===== src/rtl/direction_queue.sv =====
// Direction input stage: synchronises and edge-detects the pushbuttons, filters illegal
// turns, buffers pending turns and emits one direction update per move tick.
module direction_queue #(
    parameter int DEPTH       = 2,
    parameter int MOVE_PERIOD = 1500000,
    parameter int CNT_W       = 21
) (
    input  logic       clk,
    input  logic       reset,
    input  logic       s_reset,
    input  logic [3:0] pb_dir,
    input  logic       game_over,
    output logic [1:0] dir,
    output logic       move_tick,
    output logic       running,
    output logic [2:0] q_count,
    output logic       dropped
);
    typedef enum logic [1:0] {IDLE = 2'd0, RUN = 2'd1, HALT = 2'd2} state_t;

    state_t           r_state;
    logic [3:0]       r_sync1, r_sync2, r_prev;
    logic [CNT_W-1:0] r_cnt;
    logic [1:0]       r_fifo [0:3];
    logic [1:0]       r_head, r_tail;

    logic [3:0] w_edge;
    logic       w_press;
    logic [1:0] w_press_dir;
    logic [1:0] w_tail_last;
    logic [1:0] w_ref;
    logic       w_legal, w_active, w_tick, w_pop, w_push, w_drop;

    function automatic logic [1:0] ptr_next(input logic [1:0] p);
        return (p == 2'(DEPTH - 1)) ? 2'd0 : p + 2'd1;
    endfunction

    always_ff @(posedge clk or posedge reset) begin
        if (reset) begin
            r_sync1 <= '0;
            r_sync2 <= '0;
            r_prev  <= '0;
        end else begin
            r_sync1 <= pb_dir;
            r_sync2 <= r_sync1;
            r_prev  <= r_sync2;
        end
    end

    assign w_edge  = r_sync2 & ~r_prev;
    assign w_press = |w_edge;

    // Button to direction code, up > down > left > right when edges coincide.
    always_comb begin
        // NOTE: default first so every path assigns the output and no latch is inferred.
        w_press_dir = 2'd0;
        if (w_edge[3])      w_press_dir = 2'd2;
        else if (w_edge[2]) w_press_dir = 2'd3;
        else if (w_edge[1]) w_press_dir = 2'd1;
    end

    assign w_tail_last = (r_tail == 2'd0) ? 2'(DEPTH - 1) : r_tail - 2'd1;
    assign w_ref       = (q_count != 3'd0) ? r_fifo[w_tail_last] : dir;
    assign w_legal     = w_press && (w_press_dir != w_ref)
                                 && (w_press_dir != {w_ref[1], ~w_ref[0]});
    assign w_active    = (r_state == RUN) && !game_over;
    assign w_tick      = w_active && (r_cnt == CNT_W'(MOVE_PERIOD - 1));
    assign w_pop       = w_tick && (q_count != 3'd0);
    assign w_push      = w_active && w_legal && ((q_count < 3'(DEPTH)) || w_pop);
    assign w_drop      = w_active && w_legal && !w_push;

    // NOTE: queue storage carries no reset; the pointers and count define which entries are valid.
    always_ff @(posedge clk) begin
        if (w_push) r_fifo[r_tail] <= w_press_dir;
    end

    always_ff @(posedge clk or posedge reset) begin
        if (reset) begin
            r_state   <= IDLE;
            r_cnt     <= '0;
            r_head    <= '0;
            r_tail    <= '0;
            dir       <= 2'd0;
            move_tick <= 1'b0;
            running   <= 1'b0;
            q_count   <= 3'd0;
            dropped   <= 1'b0;
        end else if (s_reset) begin
            r_state   <= IDLE;
            r_cnt     <= '0;
            r_head    <= '0;
            r_tail    <= '0;
            dir       <= 2'd0;
            move_tick <= 1'b0;
            running   <= 1'b0;
            q_count   <= 3'd0;
            dropped   <= 1'b0;
        end else begin
            move_tick <= 1'b0;
            dropped   <= 1'b0;
            case (r_state)
                IDLE: begin
                    if (w_press) begin
                        dir     <= w_press_dir;
                        r_state <= RUN;
                        running <= 1'b1;
                    end
                end
                RUN: begin
                    if (game_over) begin
                        r_state <= HALT;
                        running <= 1'b0;
                    end else begin
                        r_cnt     <= w_tick ? '0 : r_cnt + CNT_W'(1);
                        move_tick <= w_tick;
                        dropped   <= w_drop;
                        if (w_pop) begin
                            dir    <= r_fifo[r_head];
                            r_head <= ptr_next(r_head);
                        end
                        if (w_push) r_tail <= ptr_next(r_tail);
                        case ({w_push, w_pop})
                            2'b10:   q_count <= q_count + 3'd1;
                            2'b01:   q_count <= q_count - 3'd1;
                            default: q_count <= q_count;
                        endcase
                    end
                end
                default: ;
            endcase
        end
    end
endmodule

===== config.mk =====
export PLATFORM = sky130hd
export DESIGN_NAME = direction_queue
export DESIGN_NICKNAME = d
export VERILOG_FILES = /design/src/rtl/direction_queue.sv
export SDC_FILE = /design/constraint.sdc
export NUM_CORES = 1
export LEC_CHECK = 0
export ABC_AREA = 1
export ABC_CLOCK_PERIOD_IN_PS = 2460
export CORE_ASPECT_RATIO = 0.8
export CORE_MARGIN = 2
export CORE_UTILIZATION = 45
export CTS_BUF_LIST = sky130_fd_sc_hd__clkbuf_8 sky130_fd_sc_hd__clkbuf_16
export DETAILED_ROUTE_END_ITERATION = 7
export PLACE_DENSITY_LB_ADDON = 0.25
export SYNTH_ARGS = -nofsm -noshare
export SYNTH_HDL_FRONTEND = slang
export SYNTH_SLANG_ARGS = --single-unit

===== constraint.sdc =====
create_clock -name clk -period 2.46 [get_ports clk]
set_input_delay 0.615 -clock clk [delete_from_list [all_inputs] [get_ports clk]]
set_output_delay 0.615 -clock clk [all_outputs]
set_load 0.02 [all_outputs]

# After elaboration in Yosys (flattened, before gate mapping)
# Memories as Yosys holds them, arrays and structs flattened.
# Cells that the tools add are included.
dict set report totals {
  mem_bits_rw 8
  elab_cells 106
  mem_count 1
  input_bits 8
  regBits 47
  out_inout_bits 8
}
# memory words width rd rd_ports_with_merged_regs wr line
set memory_table {}
lappend memory_table {r_fifo 4 2 2 0 1 24} ;# logic [1:0] r_fifo [0:3];
dict set report classes {
  n_mux 44
  n_lt_le_gt_ge 1
  bitwise_logic 3
  reduce_logical 26
  add_sub_neg 6
  n_eq_ne 13
}
# op count
set op_table {}
lappend op_table {{21-bit two-way mux} 4}
lappend op_table {{2-bit two-way mux} 21}
lappend op_table {{21-bit by 1-bit adder with 21-bit output (second input constant)} 1}
lappend op_table {{21-bit == test (second input constant)} 1}
lappend op_table {{1-bit two-way mux} 12}
lappend op_table {{3-bit != test (second input constant)} 4}
lappend op_table {{3-bit AND reduction} 4}
lappend op_table {{3-bit two-way mux} 3}
lappend op_table {{3-bit nonzero test} 3}
lappend op_table {{2-bit by 1-bit == test with 1-bit output (second input constant)} 4}
lappend op_table {{1-bit logical AND} 8}
lappend op_table {{2-bit one-hot mux with 2 select lines} 2}
lappend op_table {{3-bit one-hot mux with 2 select lines} 1}
lappend op_table {{2-bit nonzero test} 3}
lappend op_table {{2-bit by 1-bit adder with 2-bit output (second input constant)} 2}
lappend op_table {{4-bit bitwise AND} 1}
lappend op_table {{2-bit logical NOT} 2}
lappend op_table {{2-bit != test} 2}
lappend op_table {{4-bit NOT} 1}
lappend op_table {{4-bit AND reduction} 1}
lappend op_table {{4-bit OR reduction} 1}
lappend op_table {{3-bit by 1-bit adder with 3-bit output (second input constant)} 1}
lappend op_table {{3-bit by 2-bit < comparator with 1-bit output (second input constant)} 1}
lappend op_table {{3-bit by 1-bit subtractor with 3-bit output (second input constant)} 1}
lappend op_table {{8 further kinds} 9}

# Longest topological paths before layout
dict set report depth {
  word_depth 15
  ltp_mapped 15
}

# Least setup slack after synthesis
# OpenSTA, ideal clock, no wires.
dict set report synth_timing {
  kind {reg2reg}
  start {register r_cnt[0]}
  end {register q_count[2]}
  t_arrival_ns 2.042
  stages_incl_launch_ff 16
  setup_ns 0.118
  period_less_slack_ns 2.161
  path_buffers 0
  setup_slack_ns 0.299
  required_ns 2.342
  path_cell_list {dfrtp_1 > ha_1 > nand2_1 > inv_1 > nand3_1 > nor2_2 > nand2_2 > nor2_4 > nand2_1 > fa_1 > xor2_1 > inv_1 > nand2_1 > nand2_1 > nand3_1 > nand2_1}
}
dict set report synth_via {
  elab_chain_cells 10
}
# item line
set synth_rtl {}
lappend synth_rtl {{from (decl)} 23} ;# logic [CNT_W-1:0] r_cnt;
lappend synth_rtl {{from (signal assigned)} 114} ;# r_cnt <= w_tick ? '0 : r_cnt + CNT_W'(1);
lappend synth_rtl {{21-bit == test (*)} 67} ;# assign w_tick = w_active && (r_cnt == CNT_W'(MOVE_PERIOD - 1));
lappend synth_rtl {{1-bit logical AND (*)} 67}
lappend synth_rtl {{1-bit logical AND (*)} 68} ;# assign w_pop = w_tick && (q_count != 3'd0);
lappend synth_rtl {{1-bit logical OR} 69} ;# assign w_push = w_active && w_legal && ((q_count < 3'(DEPTH)) || w_pop);
lappend synth_rtl {{1-bit logical AND} 69}
lappend synth_rtl {{2-bit by 1-bit == test with 1-bit output or 2-bit == test (tied branches)} 122} ;# case ({w_push, w_pop})
lappend synth_rtl {{3-bit one-hot mux with 2 select lines} 122}
lappend synth_rtl {{3-bit two-way mux} 110} ;# if (game_over) begin
lappend synth_rtl {{3-bit two-way mux} 101} ;# case (r_state)
lappend synth_rtl {{3-bit two-way mux} 88} ;# end else if (s_reset) begin
lappend synth_rtl {{to (signal assigned)} 123} ;# 2'b10: q_count <= q_count + 3'd1;
lappend synth_rtl {{to (signal assigned)} 124} ;# 2'b01: q_count <= q_count - 3'd1;
lappend synth_rtl {{to (signal assigned)} 125} ;# default: q_count <= q_count;
lappend synth_rtl {{to (decl)} 16} ;# output logic [2:0] q_count,
# Mark *: on every way between the ends. The rest lies on a longest branch, timed or not. The select of a mux whose other input is x is not followed.
# A chain may end at the register's enable or synchronous reset.

# Worst setup path in the final report
dict set report layout_timing {
  start {input game_over}
  end {register q_count[2]}
}
dict set report layout_via {
  elab_chain_cells 11
}
# item line
set layout_rtl {}
lappend layout_rtl {{from (decl)} 12} ;# input logic game_over,
lappend layout_rtl {{1-bit logical NOT} 66} ;# assign w_active = (r_state == RUN) && !game_over;
lappend layout_rtl {{1-bit logical AND} 66}
lappend layout_rtl {{1-bit logical AND} 67}
lappend layout_rtl {{1-bit logical AND} 68}
lappend layout_rtl {{1-bit logical OR} 69}
lappend layout_rtl {{1-bit logical AND} 69}
lappend layout_rtl {{2-bit by 1-bit == test with 1-bit output or 2-bit == test (tied branches)} 122}
lappend layout_rtl {{3-bit one-hot mux with 2 select lines} 122}
lappend layout_rtl {{3-bit two-way mux} 110}
lappend layout_rtl {{3-bit two-way mux} 101}
lappend layout_rtl {{3-bit two-way mux} 88}
# Parallel ways exist; a longest one is shown, timed or not. The select of a mux whose other input is x is not followed.

==> results.py <==
metrics = {
    "run_status": {
        "outcome": "complete, no violations",
    },
    "cts": {
        "cts_tree": "yes",
        "ctsHoldBuffers": 0,
        "cts_root_buffer": "clkbuf_8",
        "cts_buffers": 5,
        "cts.sinks": 54,
        "clkTransAtPathRegs_ns": 0.10,
        "clockBufferDepth": 2,
        "clk_latency_ns": 0.31,
        "htree_levels": 2,
    },
    "power": {
        "power_density_nw_per_um2": 682,
        "power.leakage_nw": 1.45,
        "p_total_mw": 2.24,
        "peakVddDrop_mv": 0.374,
    },
    "route": {
        "wirelength_mm": 6.12,
        "final_antenna_net_count": 0,
        "vias": 2343,
        "avgViaCountPerCell": 5.14,
        "drc": 0,
        "dr.pass1.iters": 4,
        "drtIter0Drc": 146,
        "wl_per_cell_um": 13.4,
    },
    "grt": {
        "grt_pass1_wl_mm": 10.5,
        "grt_max_degree": 19,
        "grt-ovfl-total": 0,
        "antenna_found_initial": 0,
        "track_usage_pct": 19.7,
        "grt_pass1_vias": 2185,
    },
    "logic_synthesis": {
        "netlist.area_leader.share_pct": 41.3,
        "synth_area_leaders": "dfrtp_1 (41%), nand2_1 (10%), edfxtp_1 (8.6%), inv_1 (5.9%), nand3_1 (5.7%)",
        "synth_warnings": 0,
        "synth_top_family_by_area": "simple AND/OR/NAND/NOR gates",
        "syn-num-nets": 348,
        "netlist_area_sq_um": 2790,
        "synth_compound_area_share_pct": 9.83,
        "synthXorXnorAreaFrac_pct": 0.943,
        "synthMuxAreaShare_pct": 0,
        "synthSimpleGateAreaFrac_pct": 30.8,
        "synth_fa_ha_area_share_pct": 1.17,
        "synthesis.instances": 338,
        "yosys.area.top_type": "dfrtp_1",
        "synth_cell_types": 34,
        "ys_ff_latch": 54,
        "seq_area_frac_synth_pct": 49.9,
        "avgSynthCellArea_sq_um": 8.25,
    },
    "worst_hold_path": {
        "hold-path-cell-count": 0,
        "min_path_type": "flip-flop to flip-flop",
    },
    "setup_path": {
        "critPathRequiredTime_ns": 2.68,
        "cp_max_fo": 2,
        "startpoint_type": "primary input",
        "critPathKind": "primary input to flip-flop",
        "end_kind": "flip-flop",
        "worst-r2r-cell-count": 15,
        "arrival_ns": 2.51,
    },
    "timing": {
        "setup_viol": 0,
        "final-max-slew-violation-count": 0,
        "fin_crit_ns": 2.30,
        "slew_headroom_pct": 66.8,
        "clock.fmax_ghz": 0.436,
        "final.setup.tns_ns": 0,
        "skew_ns": 0.00853,
        "tightest_slew_ns": 0.498,
        "hold_ws_ns": 0.358,
        "min_period_over_period_pct": 93.3,
        "hold_violations": 0,
    },
    "final_layout": {
        "utilization_pct": 55.2,
        "drive_above_1_share_pct": 16.5,
        "syn_to_final_growth_pct": 17.7,
        "layout_common_cells": "nand2_1 (75), dfrtp_1 (46), inv_1 (43)",
        "antennaDiodeCount": 0,
        "nets": 384,
        "layout.cells.non_filler": 456,
        "layout_commonest_cell": "nand2_1",
    },
    "place": {
        "gp_congestion": 0.893,
        "io_buffers": 15,
        "dp_hpwl_mm": 4.69,
        "dp_cells": 446,
    },
    "floorplan": {
        "start_util_pct": 46.9,
        "ios": 16,
        "die_h_um": 74.4,
        "coreArea_sq_um": 5940,
        "die-area_sq_um": 6840,
        "row_count": 25,
        "dieWidth_um": 92.0,
    },
    "flow_run": {
        "max_cap_viol_count": 0,
    },
}
-- where the power goes --
group          switching (mW)  internal, mW
combinational           0.342         0.228
clock                   0.312         0.311
sequential             0.0704         0.974
-- layer usage --
layer / wire (um) / share of wire (%) / track usage, % / up-vias
met5: 0 / 0 / 0 / -
met4: 59 / 0.96 / 4.98 / 0
met3: 313 / 5.1 / 3.44 / 5
met2: 2540 / 42 / 29.9 / 57
met1: 3200 / 52 / 29.7 / 1099
li1: - / - / - / 1182
-- registers in the layout (all words and copies together), names as in the netlist --
register / cells
r_cnt: 21
r_fifo: 8
r_prev: 4
r_sync1: 4
r_sync2: 4
q_count: 3
dir: 2
r_head: 2
r_state: 2
r_tail: 2
dropped: 1
move_tick: 1
-- synthesized netlist by cell type --
| master | n |
|---|---|
| inv_2 | 7 |
| dfrtp_1 | 46 |
| buf_2 | 1 |
| o21a_1 | 1 |
| o32ai_1 | 2 |
| xor2_1 | 3 |
| o21ai_2 | 1 |
| edfxtp_1 | 8 |
| fa_1 | 1 |
| nand2_4 | 1 |
| a41o_1 | 1 |
| inv_1 | 44 |
| or2_0 | 1 |
| or2_2 | 2 |
| ha_1 | 1 |
| nor3_1 | 18 |
| a21oi_2 | 1 |
| o22ai_1 | 3 |
| nand2_2 | 7 |
| o21ai_1 | 9 |
| o21ai_0 | 15 |
| clkinv_1 | 1 |
| o211ai_1 | 1 |
| nor2_2 | 7 |
| nor3_4 | 1 |
| nand2_1 | 75 |
| nor2_4 | 4 |
| nor2_1 | 18 |
| a21oi_1 | 15 |
| nand3_1 | 32 |
| nand3_2 | 3 |
| nor3_2 | 2 |
| nand4_1 | 5 |
| clkbuf_1 | 1 |
-- final cells by class --
type | count | area (sq um)
inverter | 52 | 195
clock buffer | 5 | 68.8
clock inverter | 3 | 47.5
fill | 557 | 2660
sequential | 54 | 1390
multi-input combinational | 230 | 1190
tap | 81 | 101
timing repair buffer | 31 | 283
-- worst paths after layout --
kind                              endpoint  slack (ns)        from
worst max-delay path            q_count[2]        0.16   game_over
worst min-delay path            r_sync2[2]        0.36  r_sync1[2]
worst max register to register  q_count[2]        0.20    r_cnt[0]
worst min register to register  r_sync2[2]        0.36  r_sync1[2]
max in group asynchronous         r_cnt[7]        1.32       reset
min in group asynchronous       r_sync2[3]        0.57       reset
-- critical path, cell delays in order --
cell	delay, ns
clkdlybuf4s50_1	0.46
nor2_4	0.14
nand2_2	0.07
nor2_4	0.10
nand2_2	0.08
nor2_4	0.08
nand2_1	0.09
fa_1	0.41
xor2_1	0.18
inv_1	0.06
nand2_1	0.06
nand2_1	0.04
nand3_1	0.07
nand2_1	0.05
-- per-stage QoR --
| step | setup slack [ns] | cell area, sq um |
|---|---|---|
| 3_3_place_gp | -0.0891 | 3150 |
| 5_1_grt | -0.00558 | 3280 |
| 2_1_floorplan | 0.299 | 2790 |
| 6_report | 0.165 | 3280 |
| 3_5_place_dp | -0.151 | 3150 |
| 4_1_cts | 0.182 | 3260 |
-- what timing repair did --
action / CTS / global route
endpoints found under the setup margin: 0 / 1
resized for setup: 0 / 1
buffers inserted: 0 / 2
-- kinds of logic (layout without fill, tap and decap cells) --
group / count (synthesis) / after routing
flops: 54 / 54
compound gates: 49 / 49
simple gates: 176 / 176
xor+xnor: 3 / 3
buf+inv: 54 / 91
fa+ha+maj: 2 / 2
Note: power is estimated with default switching activity, not from simulation.
